[src/rtl/larpix_rx_pkg.sv]
// -----------------------------------------------------------------------------
// larpix_rx_pkg
// Shared types and field positions for the LArPix receive packet router.
//   pkt_declare_t : 2-bit packet declaration in bits [1:0] of every packet.
//   *_LSB/*_MSB   : field positions inside a 63-bit LArPix packet.
//   rx_state_t    : states of the UART unload FSM.
// -----------------------------------------------------------------------------
package larpix_rx_pkg;

   typedef enum logic [1:0] {
      INVALID = 2'b00,
      DATA    = 2'b01,
      CFG_WR  = 2'b10,
      CFG_RD  = 2'b11
   } pkt_declare_t;

   localparam int DECLARE_LSB     = 0;
   localparam int DECLARE_MSB     = 1;
   localparam int CHIP_ID_LSB     = 2;
   localparam int CHIP_ID_MSB     = 9;
   localparam int CHANNEL_ID_LSB  = 10;
   localparam int CHANNEL_ID_MSB  = 15;
   localparam int REGMAP_ADDR_LSB = 10;
   localparam int REGMAP_ADDR_MSB = 17;
   localparam int REGMAP_DATA_LSB = 18;
   localparam int REGMAP_DATA_MSB = 25;

   typedef enum logic [2:0] {
      ST_IDLE,
      ST_UNLOAD,
      ST_CAPTURE,
      ST_ROUTE,
      ST_WAIT_EMPTY
   } rx_state_t;

endpackage

[src/rtl/larpix_rx_packet_router_if.sv]
// -----------------------------------------------------------------------------
// larpix_rx_packet_router_if
// Receive-UART link between uart_rx_fpga and the packet router.
//   rx_data      : received packet (WIDTH-1 bits)
//   rx_empty     : low while a packet waits in the UART
//   parity_error : parity flag accompanying rx_data
//   uld_rx_data  : unload strobe back to the UART
// Modports: master = UART side, slave = router side.
// -----------------------------------------------------------------------------
interface larpix_rx_packet_router_if #(
   parameter int WIDTH = 64
);
   logic [WIDTH-2:0] rx_data;
   logic             rx_empty;
   logic             parity_error;
   logic             uld_rx_data;

   modport master (
      output rx_data,
      output rx_empty,
      output parity_error,
      input  uld_rx_data
   );

   modport slave (
      input  rx_data,
      input  rx_empty,
      input  parity_error,
      output uld_rx_data
   );
endinterface

[src/rtl/larpix_rx_fifo.sv]
// -----------------------------------------------------------------------------
// larpix_rx_fifo
// First-word-fall-through synchronous FIFO with occupancy count.
//   clk, reset : clock, asynchronous active-high reset
//   wr_en      : push request; accepted when not full or when popping too
//   wr_data    : push data
//   rd_en      : pop request; ignored while empty
//   rd_data    : head entry, valid while valid=1
//   valid      : FIFO not empty
//   full       : count == DEPTH
//   count      : occupancy, 0..DEPTH
// DEPTH must be a power of two >= 2 so the pointers wrap naturally.
// -----------------------------------------------------------------------------
module larpix_rx_fifo #(
   parameter int DATA_WIDTH = 63,
   parameter int DEPTH      = 16
) (
   input  logic                     clk,
   input  logic                     reset,
   input  logic                     wr_en,
   input  logic [DATA_WIDTH-1:0]    wr_data,
   input  logic                     rd_en,
   output logic [DATA_WIDTH-1:0]    rd_data,
   output logic                     valid,
   output logic                     full,
   output logic [$clog2(DEPTH):0]   count
);
   localparam int AW = $clog2(DEPTH);
   localparam logic [AW:0] FULL_COUNT = (AW+1)'(DEPTH);

   logic [DATA_WIDTH-1:0] mem [DEPTH];
   logic [AW-1:0]         wr_ptr;
   logic [AW-1:0]         rd_ptr;
   logic                  do_wr;
   logic                  do_rd;

   assign valid   = (count != '0);
   assign full    = (count == FULL_COUNT);
   assign do_rd   = rd_en & valid;
   // A pop in the same cycle frees the slot, so a full FIFO still accepts.
   assign do_wr   = wr_en & (~full | do_rd);
   assign rd_data = mem[rd_ptr];

   // NOTE: state registers use non-blocking assignments so every flop
   // samples the pre-edge values regardless of statement order.
   always_ff @(posedge clk or posedge reset) begin
      if (reset) begin
         wr_ptr <= '0;
         rd_ptr <= '0;
         count  <= '0;
      end else begin
         if (do_wr) wr_ptr <= wr_ptr + 1'b1;
         if (do_rd) rd_ptr <= rd_ptr + 1'b1;
         case ({do_wr, do_rd})
            2'b10:   count <= count + 1'b1;
            2'b01:   count <= count - 1'b1;
            default: count <= count;
         endcase
      end
   end

   // NOTE: the storage array has no reset; entries are only visible after
   // being written, and leaving it unreset lets it map onto RAM.
   always_ff @(posedge clk) begin
      if (do_wr) mem[wr_ptr] <= wr_data;
   end

endmodule

[src/rtl/larpix_rx_packet_router.sv]
// -----------------------------------------------------------------------------
// larpix_rx_packet_router
// Unloads LArPix packets from the receive UART, checks parity, decodes the
// packet declaration and routes: data packets to a FWFT FIFO, config-read
// replies to a response register, errors/drops to saturating counters.
//   clk, reset           : system clock, asynchronous active-high reset
//   uart (slave)         : rx_data / rx_empty / parity_error / uld_rx_data
//   data_pkt, data_valid : FIFO head and not-empty flag
//   data_ready           : consumer pop
//   fifo_count           : FIFO occupancy
//   cfg_rsp_*            : config-read reply (valid, chip id, addr, data)
//   cfg_rsp_ack          : clears cfg_rsp_valid
//   pkt_count, parity_err_count, bad_declare_count, drop_count : statistics
// Optional feature LARPIX_RX_CHIP_FILTER_EN adds filter_enable,
// filter_chip_id and filtered_count: data packets from other chips are
// discarded while filter_enable=1.
// -----------------------------------------------------------------------------
module larpix_rx_packet_router
   import larpix_rx_pkg::*;
#(
   parameter int WIDTH      = 64,
   parameter int FIFO_DEPTH = 16,
   parameter int CNT_WIDTH  = 16
) (
   input  logic                          clk,
   input  logic                          reset,
   larpix_rx_packet_router_if.slave      uart,
   output logic [WIDTH-2:0]              data_pkt,
   output logic                          data_valid,
   input  logic                          data_ready,
   output logic [$clog2(FIFO_DEPTH):0]   fifo_count,
   output logic                          cfg_rsp_valid,
   output logic [7:0]                    cfg_rsp_chip_id,
   output logic [7:0]                    cfg_rsp_addr,
   output logic [7:0]                    cfg_rsp_data,
   input  logic                          cfg_rsp_ack,
   output logic [CNT_WIDTH-1:0]          pkt_count,
   output logic [CNT_WIDTH-1:0]          parity_err_count,
   output logic [CNT_WIDTH-1:0]          bad_declare_count,
   output logic [CNT_WIDTH-1:0]          drop_count
`ifdef LARPIX_RX_CHIP_FILTER_EN
   ,
   input  logic                          filter_enable,
   input  logic [7:0]                    filter_chip_id,
   output logic [CNT_WIDTH-1:0]          filtered_count
`endif
);

   rx_state_t        state;
   logic             uld_q;
   logic             wait_cnt;
   logic [WIDTH-2:0] pkt_reg;
   logic             par_reg;

   pkt_declare_t     decl;
   logic             route;
   logic             push_req;
   logic             cfg_load;
   logic             bad_decl;
   logic             filt;
   logic             fifo_full;
   logic             fifo_drop;
   logic             cfg_drop;

   function automatic logic [CNT_WIDTH-1:0] sat_inc(input logic [CNT_WIDTH-1:0] v);
      return (&v) ? v : v + 1'b1;
   endfunction

   assign uart.uld_rx_data = uld_q;

   // Unload FSM. uld_q is set on the edges leaving UNLOAD and CAPTURE, so it
   // is high for exactly two cycles; the packet is latched on the second.
   always_ff @(posedge clk or posedge reset) begin
      if (reset) begin
         state    <= ST_IDLE;
         uld_q    <= 1'b0;
         wait_cnt <= 1'b0;
         pkt_reg  <= '0;
         par_reg  <= 1'b0;
      end else begin
         case (state)
            ST_IDLE: begin
               if (!uart.rx_empty) state <= ST_UNLOAD;
            end
            ST_UNLOAD: begin
               uld_q <= 1'b1;
               state <= ST_CAPTURE;
            end
            ST_CAPTURE: begin
               uld_q   <= 1'b1;
               pkt_reg <= uart.rx_data;
               par_reg <= uart.parity_error;
               state   <= ST_ROUTE;
            end
            ST_ROUTE: begin
               uld_q    <= 1'b0;
               wait_cnt <= 1'b0;
               state    <= ST_WAIT_EMPTY;
            end
            ST_WAIT_EMPTY: begin
               // Give the UART two cycles to raise rx_empty; if it stays low
               // another packet is already waiting.
               if (uart.rx_empty)  state    <= ST_IDLE;
               else if (wait_cnt)  state    <= ST_UNLOAD;
               else                wait_cnt <= 1'b1;
            end
            default: begin
               uld_q <= 1'b0;
               state <= ST_IDLE;
            end
         endcase
      end
   end

   // Route decode of the latched packet, active only in ROUTE.
   always_comb begin
      // NOTE: every output gets a default first so no path leaves one
      // unassigned, which would infer a latch.
      route    = (state == ST_ROUTE);
      decl     = pkt_declare_t'(pkt_reg[DECLARE_MSB:DECLARE_LSB]);
      push_req = 1'b0;
      cfg_load = 1'b0;
      bad_decl = 1'b0;
      filt     = 1'b0;
      if (route && !par_reg) begin
         case (decl)
            INVALID: bad_decl = 1'b1;
            DATA: begin
`ifdef LARPIX_RX_CHIP_FILTER_EN
               if (filter_enable &&
                   (pkt_reg[CHIP_ID_MSB:CHIP_ID_LSB] != filter_chip_id))
                  filt = 1'b1;
               else
                  push_req = 1'b1;
`else
               push_req = 1'b1;
`endif
            end
            CFG_RD:  cfg_load = 1'b1;
            default: ;
         endcase
      end
   end

   // While full, data_valid is high, so data_ready alone means a pop.
   assign fifo_drop = push_req & fifo_full & ~data_ready;
   assign cfg_drop  = cfg_load & cfg_rsp_valid & ~cfg_rsp_ack;

   always_ff @(posedge clk or posedge reset) begin
      if (reset) begin
         pkt_count         <= '0;
         parity_err_count  <= '0;
         bad_declare_count <= '0;
         drop_count        <= '0;
         cfg_rsp_valid     <= 1'b0;
         cfg_rsp_chip_id   <= '0;
         cfg_rsp_addr      <= '0;
         cfg_rsp_data      <= '0;
      end else begin
         if (route)               pkt_count         <= sat_inc(pkt_count);
         if (route && par_reg)    parity_err_count  <= sat_inc(parity_err_count);
         if (bad_decl)            bad_declare_count <= sat_inc(bad_declare_count);
         if (fifo_drop || cfg_drop) drop_count      <= sat_inc(drop_count);
         // A new reply load takes priority over a coincident ack.
         if (cfg_load) begin
            cfg_rsp_valid   <= 1'b1;
            cfg_rsp_chip_id <= pkt_reg[CHIP_ID_MSB:CHIP_ID_LSB];
            cfg_rsp_addr    <= pkt_reg[REGMAP_ADDR_MSB:REGMAP_ADDR_LSB];
            cfg_rsp_data    <= pkt_reg[REGMAP_DATA_MSB:REGMAP_DATA_LSB];
         end else if (cfg_rsp_ack) begin
            cfg_rsp_valid   <= 1'b0;
         end
      end
   end

`ifdef LARPIX_RX_CHIP_FILTER_EN
   always_ff @(posedge clk or posedge reset) begin
      if (reset)     filtered_count <= '0;
      else if (filt) filtered_count <= sat_inc(filtered_count);
   end
`else
   logic unused_filt;
   assign unused_filt = filt;
`endif

   larpix_rx_fifo #(
      .DATA_WIDTH (WIDTH-1),
      .DEPTH      (FIFO_DEPTH)
   ) u_fifo (
      .clk     (clk),
      .reset   (reset),
      .wr_en   (push_req),
      .wr_data (pkt_reg),
      .rd_en   (data_ready),
      .rd_data (data_pkt),
      .valid   (data_valid),
      .full    (fifo_full),
      .count   (fifo_count)
   );

endmodule

[src/flat_wrapper.sv]
// flat-port wrapper written by rule: the top's interface ports become plain ports
module larpix_rx_packet_router_flat import larpix_rx_pkg::*;
#(
   parameter int WIDTH      = 64,
   parameter int FIFO_DEPTH = 16,
   parameter int CNT_WIDTH  = 16
)
  (clk, reset, data_pkt, data_valid, data_ready, fifo_count, cfg_rsp_valid, cfg_rsp_chip_id, cfg_rsp_addr, cfg_rsp_data, cfg_rsp_ack, pkt_count, parity_err_count, bad_declare_count, drop_count, uart_rx_data, uart_rx_empty, uart_parity_error, uart_uld_rx_data);
  larpix_rx_packet_router_if #(.WIDTH(WIDTH)) uart_i ();
  input  logic clk;
  input  logic reset;
  output logic [WIDTH-2:0] data_pkt;
  output logic data_valid;
  input  logic data_ready;
  output logic [$clog2(FIFO_DEPTH):0] fifo_count;
  output logic cfg_rsp_valid;
  output logic [7:0] cfg_rsp_chip_id;
  output logic [7:0] cfg_rsp_addr;
  output logic [7:0] cfg_rsp_data;
  input  logic cfg_rsp_ack;
  output logic [CNT_WIDTH-1:0] pkt_count;
  output logic [CNT_WIDTH-1:0] parity_err_count;
  output logic [CNT_WIDTH-1:0] bad_declare_count;
  output logic [CNT_WIDTH-1:0] drop_count;
  input wire logic [$bits(uart_i.rx_data)-1:0] uart_rx_data;
  input wire logic [$bits(uart_i.rx_empty)-1:0] uart_rx_empty;
  input wire logic [$bits(uart_i.parity_error)-1:0] uart_parity_error;
  output wire logic [$bits(uart_i.uld_rx_data)-1:0] uart_uld_rx_data;
  assign uart_i.rx_data = uart_rx_data;
  assign uart_i.rx_empty = uart_rx_empty;
  assign uart_i.parity_error = uart_parity_error;
  assign uart_uld_rx_data = uart_i.uld_rx_data;
  larpix_rx_packet_router #(.WIDTH(WIDTH), .FIFO_DEPTH(FIFO_DEPTH), .CNT_WIDTH(CNT_WIDTH)) u_core (.clk(clk), .reset(reset), .uart(uart_i), .data_pkt(data_pkt), .data_valid(data_valid), .data_ready(data_ready), .fifo_count(fifo_count), .cfg_rsp_valid(cfg_rsp_valid), .cfg_rsp_chip_id(cfg_rsp_chip_id), .cfg_rsp_addr(cfg_rsp_addr), .cfg_rsp_data(cfg_rsp_data), .cfg_rsp_ack(cfg_rsp_ack), .pkt_count(pkt_count), .parity_err_count(parity_err_count), .bad_declare_count(bad_declare_count), .drop_count(drop_count));
endmodule
[config.mk]
export PLATFORM = sky130hd
export DESIGN_NAME = larpix_rx_packet_router_flat
export DESIGN_NICKNAME = d
export VERILOG_FILES = /design/src/rtl/larpix_rx_pkg.sv /design/src/rtl/larpix_rx_packet_router_if.sv /design/src/rtl/larpix_rx_fifo.sv /design/src/rtl/larpix_rx_packet_router.sv /design/src/flat_wrapper.sv
export SDC_FILE = /design/constraint.sdc
export NUM_CORES = 1
export LEC_CHECK = 0
export CAP_MARGIN = 15
export CORE_MARGIN = 8
export CORE_UTILIZATION = 60
export CTS_BUF_LIST = sky130_fd_sc_hd__clkbuf_8
export CTS_CLUSTER_SIZE = 40
export DETAILED_ROUTE_END_ITERATION = 16
export PLACE_DENSITY = 0.81
export SLEW_MARGIN = 25
export SYNTH_ARGS = -nofsm -noshare
export SYNTH_HDL_FRONTEND = slang
export SYNTH_SLANG_ARGS = --single-unit
[constraint.sdc]
create_clock -name clk -period 13.6 [get_ports clk]
set_clock_uncertainty 0.15 [all_clocks]
set_input_delay 2.04 -clock clk [delete_from_list [all_inputs] [get_ports clk]]
set_output_delay 2.04 -clock clk [all_outputs]
set_load 0.02 [all_outputs]
# After elaboration in Yosys (flattened, before gate mapping)
# Memories as Yosys holds them, arrays and structs flattened.
# Index checks and enable logic that the tools add are counted.
op_classes:
  add_sub_neg: 8
  n_eq_ne: 12
  n_mux: 18
  n_bitwise: 14
  reduce_logical: 22
ops:
  columns: ["cell", "n"]
  rows:
  - ["16-bit by 1-bit adder with 16-bit output, second input constant", 4]
  - ["16-bit AND reduction", 4]
  - ["3-bit one-hot mux with 5 select lines", 1]
  - ["2-bit AND reduction", 6]
  - ["1-bit 2-to-1 mux", 11]
  - ["5-bit one-hot mux with 2 select lines", 1]
  - ["3-bit 2-to-1 mux", 3]
  - ["4-bit by 1-bit adder with 4-bit output, second input constant", 2]
  - ["1-bit NOT", 7]
  - ["1-bit AND", 6]
  - ["3-bit by 2-bit equality test with 1-bit output, second input constant", 2]
  - ["2-bit nonzero test", 3]
  - ["5-bit by 1-bit adder with 5-bit output, second input constant", 1]
  - ["5-bit equality test, second input constant", 1]
  - ["5-bit nonzero test", 1]
  - ["5-bit by 1-bit subtractor with 5-bit output, second input constant", 1]
  - ["2-bit by 1-bit equality test with 1-bit output, second input constant", 2]
  - ["2-bit equality test, second input constant", 2]
  - ["2-bit inequality test, second input constant", 2]
  - ["1-bit one-hot mux with 2 select lines", 2]
  - ["2-bit OR reduction", 2]
  - ["3-bit by 1-bit equality test with 1-bit output, second input constant", 1]
  - ["3-bit equality test, second input constant", 1]
  - ["3-bit logical NOT", 1]
  - ["6 further kinds", 7]
word_totals:
  reg_bits: 171
  ram_bits: 1008
  input_bits: 69
  output_inout_bits: 159
  word_cells: 91
  mem_count: 1
memory_table:
  columns: ["name", "words", "word_bits", "read_ports", "rd_clocked_by_memory_dff", "write_ports", "line_no", "rtl"]
  rows:
  - ["u_core.u_fifo.mem", 16, 63, 1, 0, 1, "larpix_rx_fifo.sv:31", "logic [DATA_WIDTH-1:0] mem [DEPTH];"]

# Longest topological paths before layout
# Gate-level depths: netlist (run 1).
depth:
  ltp_word: 7
  depth_mapped: 9
  depth_no_buf: 9

# Cells and area by module
# From an unflattened synthesis (run 1), not the netlist that was laid out.
hier_totals:
  cells_unflattened: 2141
  area_unflattened_um2: 45092.0
by_module_without_submodules:
  columns: ["mod", "n_inst", "cells_each", "area_per_inst_um2", "seq_area_each_um2"]
  rows:
  - ["larpix_rx_fifo", 1, 1647, 38534.5, 30594.3]
  - ["larpix_rx_packet_router", 1, 494, 6557.5, 3953.8]

# Worst setup path after synthesis (run 1)
# No wires, ideal clock.
synth_timing:
  kind: "input port to flip-flop"
  start: "input data_ready"
  end: "memory u_core.u_fifo.mem[3][0] (enable)"
  setup_ns: 0.561
  t_arrival_ns: 7.054
  path_slack_ns: 5.835
  stages: 4
  n_path_buf: 0
  cell_sequence: "nor2b_1 a211oi_2 nand2_1 nor3_1"
synth_via:
  elab_chain_len: 5
synth_rtl:
  columns: ["item", "line_no", "rtl"]
  rows:
  - ["start: declaration", "flat_wrapper.sv:14", "input logic data_ready;"]
  - ["1-bit AND", "larpix_rx_fifo.sv:39", "assign do_rd = rd_en & valid;"]
  - ["1-bit OR", "larpix_rx_fifo.sv:41", "assign do_wr = wr_en & (~full | do_rd);"]
  - ["1-bit AND", "larpix_rx_fifo.sv:41", null]
  - ["1-bit 2-to-1 mux", "larpix_rx_fifo.sv:65", "if (do_wr) mem[wr_ptr] <= wr_data;"]
  - ["1-bit 2-to-1 mux (implied by the code)", "larpix_rx_fifo.sv:65", null]
  - ["end: declaration", "larpix_rx_fifo.sv:31", null]
# Every way passes these cells.

# Worst setup path in the final report (run 1)
layout_timing:
  start: "register u_core.u_fifo.rd_ptr[1]"
  end: "output data_pkt[7]"
layout_via:
  elab_chain_len: 1
layout_rtl:
  columns: ["item", "line_no", "rtl"]
  rows:
  - ["start: declaration", "larpix_rx_fifo.sv:33", "logic [AW-1:0] rd_ptr;"]
  - ["start signal: assignment", "larpix_rx_fifo.sv:53", "if (do_rd) rd_ptr <= rd_ptr + 1'b1;"]
  - ["memory read 16 x 63 bit", null, null]
  - ["end: declaration", "flat_wrapper.sv:12", "output logic [WIDTH-2:0] data_pkt;"]
# Every way passes these cells.

==> summary.txt, run 1 <==
Status
  • Result of the run: finished, final reports clean

Routing
  • Post-detailed-routing wire length: 99.0 mm
  • Detailed Route Iter0 Violations: between 2000 and 2500
  • Total via count in the routed design: ~22000
  • Via/cell ratio: ~6.3
  • Antenna violation net count after detailed routing: 0
  • DRC violation count after routing: 0
  • Routed length per placed instance: about 29 um
  • Detailed Routing Iterations Pass 1: 5

Flow run
  • Max-cap violation count: 0

GRT
  • Number of global-route vias before repair: ~23000
  • Antenna violations before repair: 5
  • Wire length of the first global-routing pass: 146 mm
  • GRT Util Overall: around a quarter
  • Maximum number of pins on one net before global-route repair: 120
  • Global-route congestion overflow total: 0

Yosys
  • Most used standard cells in the synthesized netlist: 1008 x edfxtp_1, 315 x mux4_2, 171 x dfrtp_1
  • Largest cells by area after synthesis: edfxtp_1 67%, mux4_2 16%, dfrtp_1 9.5%, mux2_2 2.4%, xnor2_1 0.72%
  • Portion of the post-synthesis area used by sequential elements: 76.6%
  • Cell Area, Synth: approximately 45000 sq um
  • Number of unique standard cell types used by synthesis: 50
  • Most common cell in the synthesized netlist: edfxtp_1
  • Syn Area/Cell: between 20 and 25 sq um
  • Main synth FF type: edfxtp_1
  • Area share of the leading cell type in the synthesized netlist: 67.1%
  • Cells after Synth: 1981
  • Number of enable flip-flop cells after synthesis: 1008
  • Post-synthesis async set-or-reset flop share: 14.5%
  • Flip-flop and latch count after synthesis: 1179
  • Syn_nets: 2063
  • Ys Warns: 0
  • Cell type with the highest aggregate area in the netlist: edfxtp_1

CTS
  • Hold buffers post-CTS: 0
  • Clk sinks: roughly 1200
  • Clock slew at reported path FFs: 0.06 ns
  • Clock insertion delay at the later pin of the skew report: approximately 0.82 ns
  • Maximum count of clock buffers along a single path: 3
  • Level count of the clock H-tree: 4
  • CTS tree: built
  • Cts repair resizes: 0
  • Post-CTS setup-driven buffer insertion count: 0
  • Number of buffers added by the clock tree synthesis step: 180
  • Clk Tree Root Cell: clkbuf_8

Placed design
  • Total of buffers placed on input and output ports: 227
  • Routability Congestion: roughly 0.8
  • Post-detailed-placement cell area: 48700 sq um
  • DPL Wire Length: 52.4 mm

STA
  • Final Hold Viols: 0
  • Period utilisation layout: around 54%
  • Slew margin rel.: 30.3%
  • TNS Setup: 0 ns
  • Final-report max-slew violation count: 0
  • Final count of negative-setup-slack endpoints: 0
  • Transition at the pin with the smallest max-transition slack: 1.04 ns
  • Final worst path period need: 7.39 ns
  • RSZ-0062 raised after global routing: false
  • Max Fclk: ~140 MHz

Setup path
  • Endpoint required time on the critical path: 11.41 ns
  • Slowest cell on crit path: dfrtp_4
  • Category of the worst setup path capture point: primary output
  • Family of cells with the greatest summed delay on the critical path: buffers and inverters
  • CP Class: register to primary output
  • Critical path peak fanout: 64
  • Worst reg2reg setup slack: about 9.3 ns
  • Critical Path AT: approximately 5.2 ns
  • Crit path cell chain: buf_4 > buf_4 > mux4_2 > mux4_2 > clkdlybuf4s50_1
  • Number of buffers and inverters on the critical path: 3
  • Startpoint Class: register
  • Delay contributed by the slowest stage of the critical path: 1.08 ns

Floorplan
  • Floorplan die height: about 290 um
  • Rows: 100
  • Area of the die: between 80000 and 90000 sq um
  • Effective utilization at floorplan: 60.6%
  • I/O pin count: 228
  • Area of the core region: 74400 sq um
  • Overall die width: 290 um

Layout
  • Filler Cell Count: 4223
  • Area delta synth->final: 15.9%
  • Final standard cell area without fillers: 52300 sq um
  • Combined flip-flop and latch cell area: 34600 sq um
  • Number of nets in the layout: between 2000 and 2500
  • Number of flip-flops under the largest register name: 1008
  • Share of cells above drive strength 1: 29.1%
  • Area of the multi-input gates: 10200 sq um

Pwr
  • Total leakage power: 17.6 nW
  • P per Cell Area: 210 nW/um^2
  • Share of power burned in registers: 47.8%
  • Peak supply drop: 0.189 mV
  • Cell internal power dissipation: 7.65 mW
  • Portion of total power attributed to the clock network: 25.6%
  • Psw: 3.33 mW
  • Switching Share: 30.3%
  • Fraction of power consumed by combinational cells: between 20% and 30%

Hold path
  • Min-Delay Path Class: register to register
==> through the flow <==
step	setup WS (ns)	hold WS, ns	util (%)	cells	total power, mW
global route	6.02	0.350	70.2	3471	11.4
global placement	6.75	0.323	65.3	3125	8.13
floorplan	5.83	0.323	-	1981	7.08
detailed placement	6.69	0.330	65.4	3129	8.26
CTS	5.79	0.342	70.2	3468	11.1
finish	6.21	0.337	70.2	3471	11.0
==> placed cells by master, fill, tap and decap left out, types with 14 or more instances in the layout <==
cell type        Yosys  layout
inv_1               13      77
nand2_1             50      50
clkdlybuf4s50_1      0     227
nor2_1              36      23
xor2_1              26      26
mux4_2             315     315
xnor2_1             37      37
edfxtp_1          1008    1008
dfrtp_1            171     167
clkinv_1             0      32
nand4_1             22      22
clkbuf_8             0     206
mux2_2              97      97
buf_4                0      29
nand3_1             16      16
nor3_1              18      14
clkinv_2             0      21
==> kinds of logic after synthesis <==
family,share of synthesized area [%]
flip-flops,76.6
XOR/XNOR,1.22
AND/OR/NAND/NOR,2.12
buffers and inverters,1.02
AO/OA/AOI/OAI,0.480
adder cells (fa/ha/maj),0.377
multiplexers,18.2
==> worst reg2reg max path: stages (launching register included) <==
cell	delay [ns]
dfrtp_1	0.85
nand2b_1	0.29
a211oi_2	0.57
nand2_1	0.37
nor2_4	0.87
buf_4	0.83
==> layout make-up <==
cell class | instances | area share [%]
flip-flops and latches | 1179 | 66.1
well taps | 969 | 2.32
multi-input cells | 705 | 19.6
inverters | 13 | 0.108
clock buffers | 206 | 5.42
diodes | 1 | 0.00479
clock inverters | 133 | 1.37
repair buffers | 265 | 5.13
==> metal layers <==
layer | global-route usage (%) | wire length, um | vias to the layer above
met5 | 0 | 25 | -
met4 | 7.43 | 2110 | 4
met3 | 5.77 | 8670 | 159
met2 | 39.2 | 50500 | 1107
met1 | 30.3 | 37700 | 11605
li1 | - | - | 9025
==> path summary, 6_finish.rpt <==
check                                                        from                                endpoint  cells after the start
max                           u_core.u_fifo.rd_ptr[1]$_DFFE_PP0P_                             data_pkt[7]                      5
min                        u_core.parity_err_count[7]$_DFFE_PP0P_  u_core.parity_err_count[7]$_DFFE_PP0P_                      1
max reg2reg                         u_core.pkt_reg[0]$_DFFE_PP0P_      u_core.u_fifo.mem[5][53]$_DFFE_PP_                      5
min reg2reg                u_core.parity_err_count[7]$_DFFE_PP0P_  u_core.parity_err_count[7]$_DFFE_PP0P_                      1
max in group asynchronous                                   reset     u_core.u_fifo.rd_ptr[3]$_DFFE_PP0P_                      3
min in group asynchronous                                   reset        u_core.pkt_count[12]$_DFFE_PP0P_                      2
==> power by group through the flow <==
stage	clock network (mW)	registers, mW	logic, mW
2_1_floorplan	0	5.04	2.05
6_report	2.81	5.25	2.93
3_3_place_gp	0	5.26	2.87
5_1_grt	3.02	5.31	3.10
4_1_cts	2.85	5.26	2.94
3_5_place_dp	0	5.33	2.92
(Power assumes the default switching activity.)
==> inputs of run 2 (changes only) <==
--- a/config.mk
+++ b/config.mk
@@ -7,11 +7,11 @@
 export LEC_CHECK = 0
 export CAP_MARGIN = 15
 export CORE_MARGIN = 8
-export CORE_UTILIZATION = 60
+export CORE_UTILIZATION = 56
 export CTS_BUF_LIST = sky130_fd_sc_hd__clkbuf_8
 export CTS_CLUSTER_SIZE = 40
 export DETAILED_ROUTE_END_ITERATION = 16
-export PLACE_DENSITY = 0.81
+export PLACE_DENSITY = 0.79
 export SLEW_MARGIN = 25
 export SYNTH_ARGS = -nofsm -noshare
 export SYNTH_HDL_FRONTEND = slang
==> constraint.sdc (replaced) <==
create_clock -name clk -period 6.56 [get_ports clk]
set_clock_uncertainty 0.15 [all_clocks]
set_input_delay 0.984 -clock clk [delete_from_list [all_inputs] [get_ports clk]]
set_output_delay 0.984 -clock clk [all_outputs]
set_load 0.02 [all_outputs]
==> run 2 against run 1 <==
Compared with the run above:
- sequential share of layout area shrank 0.36 points
- sequential power grew 110%
- design area grew 0.55%
- die area grew 6.7%
- clock power grew 100%
- worst hold slack gained 0.0028 ns
- combinational power grew 110%
- core utilization shrank 4.6 points
- setup slack lost 4.8 ns
- cell count grew 3.0%
- total power grew 110%
- highest routed layer unchanged
==> summary.txt, run 2 (synthesis results as in run 1) <==
GRT
  • Global-route congestion overflow total: 0 (unchanged)
  • Number of global-route vias before repair: 23552 (+0.72%)
  • Wire length of the first global-routing pass: 150 mm (+2.3%)
  • Maximum number of pins on one net before global-route repair: 121 (+0.83%)
  • Antenna violations before repair: 3 (-2)
  • GRT Util Overall: 22.5% (-0.88 points)

Flow run
  • Max-cap violation count: 0 (unchanged)

CTS
  • Maximum count of clock buffers along a single path: 3 (unchanged)
  • Clk sinks: 1179 (unchanged)
  • Clock slew at reported path FFs: 0.06 ns (about the same)
  • Clk Tree Root Cell: clkbuf_8
  • CTS tree: built
  • Hold buffers post-CTS: 0 (unchanged)
  • Clock insertion delay at the later pin of the skew report: 0.83 ns (about the same)
  • Number of buffers added by the clock tree synthesis step: 181 (+0.56%)
  • Level count of the clock H-tree: 4 (unchanged)
  • Post-CTS setup-driven buffer insertion count: 0 (unchanged)
  • Cts repair resizes: 0 (unchanged)

Routing
  • Highest signal layer in the routed design: met5
  • Wire length on met2: 51.2 mm (+1.6%)
  • Post-detailed-routing wire length: 100 mm (+1.4%)
  • Detailed Route Iter0 Violations: 2196 (-2.8%)
  • Met1 routed wirelength after detailed routing: 39.0 mm (+3.4%)
  • Total via count in the routed design: 21608 (-1.3%)
  • DRC violation count after routing: 0 (unchanged)
  • Detailed Routing Iterations Pass 1: 5 (unchanged)
  • Via/cell ratio: 6.04 (-4.2%)
  • Routed length per placed instance: 28.1 um (-1.6%)
  • Antenna violation net count after detailed routing: 0 (unchanged)
  • Met3 Wirelength: 7.43 mm (-14%)

Floorplan
  • Overall die width: 300 um (+3.3%)
  • Effective utilization at floorplan: 56.3% (-4.3 points)
  • I/O pin count: 228 (unchanged)
  • Area of the die: 89900 sq um (+6.7%)
  • Rows: 104 (+4.0%)
  • Floorplan die height: 300 um (+3.3%)
  • Area of the core region: 80200 sq um (+7.7%)

Setup path
  • Category of the worst setup path capture point: primary output
  • Slowest cell on crit path: dfrtp_4
  • Worst reg2reg setup slack: 2.93 ns (-6.33 ns)
  • Terminus of the critical flop-to-flop path: u_core.u_fifo.mem[15][19]$_DFFE_PP_
  • Number of buffers and inverters on the critical path: 3 (unchanged)
  • CP Class: register to primary output
  • Path depth of the worst reg2reg path: 6 (+1)
  • Family of cells with the greatest summed delay on the critical path: buffers and inverters
  • Critical path peak fanout: 52 (-19%)
  • Critical Path AT: 4.05 ns (-1.15 ns)
  • Startpoint Class: register
  • Delay contributed by the slowest stage of the critical path: 0.76 ns (-0.32 ns)
  • Crit path cell chain: buf_12 > buf_12 > mux4_2 > mux4_2 > clkdlybuf4s50_1
  • Reg-to-reg startpoint: u_core.pkt_reg[0]$_DFFE_PP0P_
  • Endpoint required time on the critical path: 5.43 ns (-5.98 ns)

Hold path
  • Sink of the worst hold path: u_core.parity_err_count[7]$_DFFE_PP0P_
  • Number of stages on the worst hold path: 1 (unchanged)
  • Min-Delay Path Class: register to register
  • Hold Path Origin: u_core.parity_err_count[7]$_DFFE_PP0P_

STA
  • Slew margin rel.: 33.9% (+3.7 points)
  • RSZ-0062 raised after global routing: false
  • Period utilisation layout: 79.0%
  • Final Hold Viols: 0 (unchanged)
  • Transition at the pin with the smallest max-transition slack: 0.991 ns (-0.0528 ns)
  • Max Fclk: 193 MHz
  • Final hold slack: 0.340 ns (+0.00284 ns)
  • Final worst path period need: 5.18 ns
  • Final count of negative-setup-slack endpoints: 0 (unchanged)
  • Final-report max-slew violation count: 0 (unchanged)
  • TNS Setup: 0 ns (unchanged)

Pwr
  • Total leakage power: 17.6 nW (+0.26%)
  • P per Cell Area: 430 nW/um^2 (+100%)
  • Peak supply drop: 0.258 mV (+36%)

Layout
  • Commonest non-fill, non-tap cell in the layout: edfxtp_1
  • Count of non-filler cells in the finished layout: 3575 (+3.0%)
  • Filler Cell Count: 4988 (+18%)
  • Share of cells above drive strength 1: 29.0% (-0.059 points)
  • Final core utilization: 65.6% (-4.6 points)
  • Most frequent cells in the layout: 1008 x edfxtp_1, 315 x mux4_2, 227 x clkdlybuf4s50_1
  • Area delta synth->final: 16.5%
  • Number of nets in the layout: 2440 (+0.58%)
  • Number of flip-flops under the largest register name: 1008 (unchanged)

Status
  • Result of the run: finished, final reports clean

Placed design
  • DPL Wire Length: 54.2 mm (+3.4%)
  • Dpl cells: 3234 (+3.4%)
  • Total of buffers placed on input and output ports: 227 (unchanged)
  • Routability Congestion: 0.789 (-0.47%)
[run 2: final cells by class]
class / instances / area, sq um / share of cell area, %
antenna: 2 / 5.00 / 0.00952
clock buffer: 198 / 2730 / 5.18
clock inverter: 140 / 698 / 1.33
inverter: 13 / 61.3 / 0.117
multi-input combinational: 705 / 10300 / 19.5
sequential: 1179 / 34600 / 65.7
tap: 1060 / 1330 / 2.52
timing repair buffer: 278 / 2950 / 5.61
[run 2: where the power goes]
part	internal (mW)	leakage (nW)	switching (mW)
sequential	9.52	11.2	1.36
combinational	3.34	4.36	2.75
clock	2.85	2.02	2.79
[run 2: per-layer routing]
layer / GRT usage [%] / vias to the layer above
li1: - / 9041
met1: 29.4 / 11442
met2: 37.3 / 944
met3: 5.46 / 179
met4: 7.66 / 2
met5: 0 / -
[run 2: per-stage QoR]
stage / cell area [sq um] / setup slack, ns / power (mW)
after floorplan: 45100 / 0.794 / 14.7
after global placement: 49000 / 2.11 / 16.9
after detailed placement: 49100 / 2.08 / 17.2
after CTS: 52600 / 1.14 / 22.8
after global routing: 52600 / 1.13 / 23.6
final: 52600 / 1.38 / 22.6
[run 2: worst max path at each step]
stage                                             start                                 endpoint  slack [ns]  cells after the start
floorplan                                         reset  u_core.bad_declare_count[0]$_DFFE_PP0P_        0.79                      1
global placement    u_core.u_fifo.rd_ptr[0]$_DFFE_PP0P_                             data_pkt[36]        2.11                      4
global route        u_core.u_fifo.rd_ptr[0]$_DFFE_PP0P_                             data_pkt[36]        1.13                      5
finish              u_core.u_fifo.rd_ptr[0]$_DFFE_PP0P_                             data_pkt[36]        1.38                      5
CTS                 u_core.u_fifo.rd_ptr[0]$_DFFE_PP0P_                             data_pkt[40]        1.14                      4
detailed placement  u_core.u_fifo.rd_ptr[0]$_DFFE_PP0P_                             data_pkt[36]        2.08                      4
